===== config.mk =====
export PLATFORM = sky130hd
export DESIGN_NAME = sigma_delta_decoder
export DESIGN_NICKNAME = d
export VERILOG_FILES = /design/src/rtl/sigma_delta_pkg.sv /design/src/rtl/sigma_delta_decoder.sv
export SDC_FILE = /design/constraint.sdc
export NUM_CORES = 1
export LEC_CHECK = 0
export BUFFER_PORTS_ARGS = -buffer_cell sky130_fd_sc_hd__buf_4
export CAP_MARGIN = 30
export CELL_PAD_IN_SITES_DETAIL_PLACEMENT = 0
export CELL_PAD_IN_SITES_GLOBAL_PLACEMENT = 1
export CORE_ASPECT_RATIO = 0.8
export CORE_MARGIN = 4
export CORE_UTILIZATION = 44
export DETAILED_ROUTE_END_ITERATION = 10
export PLACE_DENSITY_LB_ADDON = 0.15
export SLEW_MARGIN = 20
export SYNTH_ARGS = -nofsm -noshare
export SYNTH_HDL_FRONTEND = slang
export SYNTH_SLANG_ARGS = --single-unit

===== constraint.sdc =====
create_clock -name clk -period 4.75 [get_ports clk]
set_input_delay 0.475 -clock clk [delete_from_list [all_inputs] [get_ports clk]]
set_output_delay 0.475 -clock clk [all_outputs]
set_load 0.02 [all_outputs]

===== src/rtl/sigma_delta_pkg.sv =====
// Shared definitions for the sigma-delta link: window sizing, result
// saturation and the decoder enable-control state type.
package sigma_delta_pkg;

  typedef enum logic {
    IDLE = 1'b0,
    RUN  = 1'b1
  } state_t;

  // Number of enabled cycles in one decode window for a given value width.
  function automatic int unsigned win_len(input int unsigned width);
    return 32'd1 << width;
  endfunction

  // Clamp a window ones-count to the largest representable value.
  // An all-ones window counts win_len(width), one more than fits.
  function automatic int unsigned sat_count(input int unsigned count,
                                            input int unsigned width);
    if (count >= win_len(width)) begin
      return win_len(width) - 32'd1;
    end
    return count;
  endfunction

endpackage


===== src/rtl/sigma_delta_decoder.sv =====
// Boxcar decoder for a first-order sigma-delta bitstream: counts ones over
// 2**VALUE_WIDTH enabled cycles and offers each window result on a
// single-entry valid/ready buffer, flagging results dropped while full.
module sigma_delta_decoder
  import sigma_delta_pkg::*;
#(
  parameter int unsigned VALUE_WIDTH = 8
) (
  input  logic                   clk,
  input  logic                   reset,
  input  logic                   enable,
  input  logic                   sigma_delta,
  output logic [VALUE_WIDTH-1:0] value,
  output logic                   valid,
  input  logic                   ready,
  output logic                   overrun
);

  state_t                 state;
  logic [VALUE_WIDTH-1:0] win_cnt;
  logic [VALUE_WIDTH:0]   acc;

  logic                   last_sample;
  logic [VALUE_WIDTH:0]   result;
  logic [VALUE_WIDTH-1:0] result_sat;

  // Window-end detection and the saturated ones-count including this sample.
  always_comb begin
    last_sample = enable && (win_cnt == '1);
    result      = acc + {{VALUE_WIDTH{1'b0}}, sigma_delta};
    result_sat  = VALUE_WIDTH'(sat_count(32'(result), VALUE_WIDTH));
  end

  // Enable FSM, window counter/accumulator and the output buffer.
  always_ff @(posedge clk) begin
    if (reset) begin
      state   <= IDLE;
      win_cnt <= '0;
      acc     <= '0;
      value   <= '0;
      valid   <= 1'b0;
      overrun <= 1'b0;
    end else begin
      overrun <= 1'b0;

      // The first enabled cycle already samples with win_cnt = 0, so IDLE
      // and RUN share the accumulate path; leaving RUN drops the partial
      // window by clearing counter and accumulator.
      case (state)
        IDLE: if (enable) state <= RUN;
        RUN:  if (!enable) state <= IDLE;
        default: state <= IDLE;
      endcase

      if (enable) begin
        win_cnt <= win_cnt + VALUE_WIDTH'(1);
        acc     <= last_sample ? '0 : result;
      end else begin
        win_cnt <= '0;
        acc     <= '0;
      end

      // Load when empty or being drained this cycle; otherwise drop and flag.
      if (last_sample) begin
        if (!valid || ready) begin
          value <= result_sat;
          valid <= 1'b1;
        end else begin
          overrun <= 1'b1;
        end
      end else if (valid && ready) begin
        valid <= 1'b0;
      end
    end
  end

endmodule


==> impl.org <==
** Route
- WL per Instance :: approximately 12 µm
- After detailed routing, the number of remaining DRC violations is 0.
- Before antenna repair, the detailed router went through 3 iterations.
- After the first detailed-routing iteration, the DRC count stood at 16.
- Using the TritonRoute via totals, the vias-per-cell ratio works out to approximately 5.1.
- The final layout contains routed wiring with a total length of between 1500 and 2000 µm.
- Total via count after detailed routing :: 758
- The detail route stage leaves a number of antenna-violating nets equal to 0.

** Worst setup path
- In this design, the stage delay of the slowest critical-path cell is 540 ps.
- The critical path goes through ha_1 -> nand2_1 -> nor4b_4 -> nor3b_4 -> a211oi_1.
- Setup slack on the worst flop-to-flop path :: 2800 ps
- Data on the critical path arrives at its endpoint at 2160 ps.
- At the worst endpoint, the required time is 4960 ps.
- On the critical path, the stage with the largest delay is an instance of nor4b_4.
- The worst setup path is captured at a flop.
- The critical path in this run is classified as reg2reg.
- Largest driver fanout on the critical path :: 9
- STA classifies the critical path startpoint as a flop.

** Clocking
- Latest clock arrival within the worst-skew pair :: around 320 ps
- Post-CTS clock slew at the launch and capture registers of the worst setup and hold paths :: about 140 ps
- The clock passes through at most 2 buffers.
- # resized after CTS :: 0
- Number of CTS-inserted buffers :: 3
- The number of setup buffers added after CTS is 0.
- Number of hold buffers added after cts :: 0
- Clock tree from TritonCTS :: built
- H-tree depth :: 1
- Number of sinks driven by the clock tree :: 27
- The cell sitting at the root of the clock tree is a clkbuf_4.

** Finish
- Most common cell after layout, fill and taps aside :: dfxtp_1
- From synthesis to final layout, the design area changed by 14.44%.
- Of the cells placed in the final design, the portion with a size suffix greater than 1 is 18.40%.
- The top cell types in the final layout, fill and taps aside, are 27 x dfxtp_1, 25 x nor2_1, 14 x buf_4, 8 x a211oi_1, 6 x xnor2_1.
- Number of nets in the finished design :: between 100 and 150
- The repair_antennas step left the layout with diodes totalling 0.
- The layout has ~210 filler cells.
- Share of the core filled with cells in the final layout :: between 50% and 60%

** Logic synthesis
- In this run the cell area of the synthesized design comes to 1049 µm².
- Yosys printed 0 warnings.
- Post-synthesis instance total :: 110
- The number of nets in the synthesized netlist is between 100 and 150.
- Library cell occupying the most area in the post-synthesis netlist :: dfxtp_1
- Averaged over all synthesized cells, the footprint is approximately 9.5 µm².
- By area the synthesized netlist is led by dfxtp_1 52%, nor2_1 8.9%, a211oi_1 5.7%.
- The top cell type by area accounts for 51.55% of the synthesized area.
- After synthesis, flip-flops and latches occupy between 50 and 60% of the total area.
- Counting flops and latches in the post-synthesis netlist gives 27.
- Yosys mapped the design onto 23 distinct sky130hd cell types.

** Floorplanning
- Die Y-Extent :: around 52 µm
- For this configuration, the core starts out at a cell density of around 47%.
- In this run the standard cell core region covers between 2000 and 2500 µm².
- The floorplan step set the die width to 62.58 µm.
- Boundary Pins :: 15
- Standard-cell rows :: 15
- DIE AREA :: between 3000 and 4000 µm²

** Flow run
- Max-cap violation count :: 0

** Timing
- The number of pins exceeding their max-slew limit in the final report was 0.
- Accumulated negative setup slack :: 0 ps
- The final critical path takes up roughly two fifths of the cycle.
- Clock skew on the completed layout was measured at approximately 1.4 ps.
- Setup repair after global routing left no endpoint under its margin.
- Setup violations remaining at the end of the flow were counted as 0.
- The count of final hold-check violations came to 0.
- Post-layout min period :: ~1900 ps
- Headroom to the max-slew limit came out at between 60% and 70%.
- Timing would allow up to a little over 500 MHz.
- Measured slew at the worst slew-check pin :: between 500 and 600 ps

** Placement
- Input and output buffers added on the ports amount to 14.
- Final Wtd Congestion :: just under 0.7
- Post-detailed-placement half-perimeter wirelength :: ~1400 µm

** GRT
- The number of global-route vias before repair was about 730.
- For this run, global-route usage on met3 was measured as under 10%.
- GRT met1 Usage :: around a fifth
- GR Util All Layers :: between 10% and 20%
- Summed over all layers, the global routing overflow is 0.
- The first global-routing pass estimated roughly 3300 µm of wire.
- Busiest layer in global routing :: met1
- The initial antenna violation count was 0.
- Global routing used 18.41% of the available met2 tracks.
- Entering global routing, the biggest net connects 16 pins.

** Power
- For this design the ratio of total power to cell area is 280.3 nW/µm².
- The analysis attributes to cell leakage a power of around 0.44 nW.
- VDD IR max :: 0.1879 mV

** Outcome
- The flow ran to the end, and the final reports show no timing, DRC or antenna violations.

** Min path
- Class of the most critical hold timing path :: in2reg
-- cell type report --
| class | count | area [µm²] | share of cell area, % |
|---|---|---|---|
| Multi-Input combinational cell | 76 | 480.5 | 40.04 |
| Clock inverter | 1 | 5.005 | 0.4171 |
| Clock buffer | 3 | 22.52 | 1.877 |
| Timing Repair Buffer | 14 | 105.1 | 8.759 |
| Tap cell | 25 | 31.28 | 2.607 |
| Sequential cell | 27 | 540.5 | 45.05 |
| Inverter | 4 | 15.01 | 1.251 |
-- cell families (layout without fill, tap and decap cells) --
family,count (synthesis),after routing,synth area share [%]
AOI/OAI and AO/OA,14,14,8.831
xor gates and xnor gates,10,10,8.353
adders and majority gates,3,3,3.580
buffers and inverters,7,22,2.625
DFF,27,27,51.55
and+or+nand+nor,49,49,25.06
-- registers in the layout (all words and copies together) (netlist names) --
| signal | count |
|---|---|
| value | 8 |
| overrun | 1 |
| valid | 1 |
| acc | 9 |
| win_cnt | 8 |
-- per-layer routing --
metal	vias up	share of wire, %
met5	-	0
met4	0	0.93
met3	2	7.7
met2	15	37
met1	336	55
li1	405	-
-- cells in the mapped netlist --
cell type,n
dfxtp_1,27
nor2_1,25
a211oi_1,8
xnor2_1,6
nand3_1,5
inv_1,4
xor2_1,4
a21oi_1,3
and3_1,3
ha_1,3
nand2_1,3
nand2b_1,3
nor3_1,3
clkbuf_1,2
o21ai_0,2
or3_2,2
buf_2,1
nand3_2,1
nand4_1,1
nor3b_4,1
nor4b_4,1
o21a_1,1
or3_1,1
-- worst paths after layout --
check,to,startpoint,cells past startpoint
max reg2reg,value[7],win_cnt[0],5
min,value[6],reset,2
max,value[7],win_cnt[0],5
min reg2reg,win_cnt[0],win_cnt[0],1
-- power breakdown --
part / internal, W / total [W] / leakage (nW) / switching [W]
Sequential: 0.000228 / 0.000229 / 0.218 / 0.000000754
Clock: 0.0000316 / 0.0000977 / 0.0177 / 0.0000661
Combinational: 0.00000406 / 0.00000993 / 0.207 / 0.00000588
Total: 0.000264 / 0.000336 / 0.442 / 0.0000728
-- worst max-delay path, delay by kind of cell (launching register included) --
family                     cells  cell delay [ps]
adders and majority gates      1              220
DFF                            1              380
and+or+nand+nor                3             1110
AOI/OAI and AO/OA              1              130
-- metrics by stage --
step | hold WS [ps] | cells | area, µm² | setup slack, ps | total power, W
floorplan | 417.9 | 110 | 1049 | 3045 | 0.0002399
global placement | 431.9 | 146 | 1172 | 2798 | 0.0002437
detailed placement | 446.0 | 146 | 1172 | 2765 | 0.0002438
CTS | 376.3 | 150 | 1200 | 2772 | 0.0003409
global route | 374.2 | 150 | 1200 | 2612 | 0.0003519
finish | 385.7 | 150 | 1200 | 2804 | 0.0003363
Note: power is estimated with default switching activity, not from simulation.
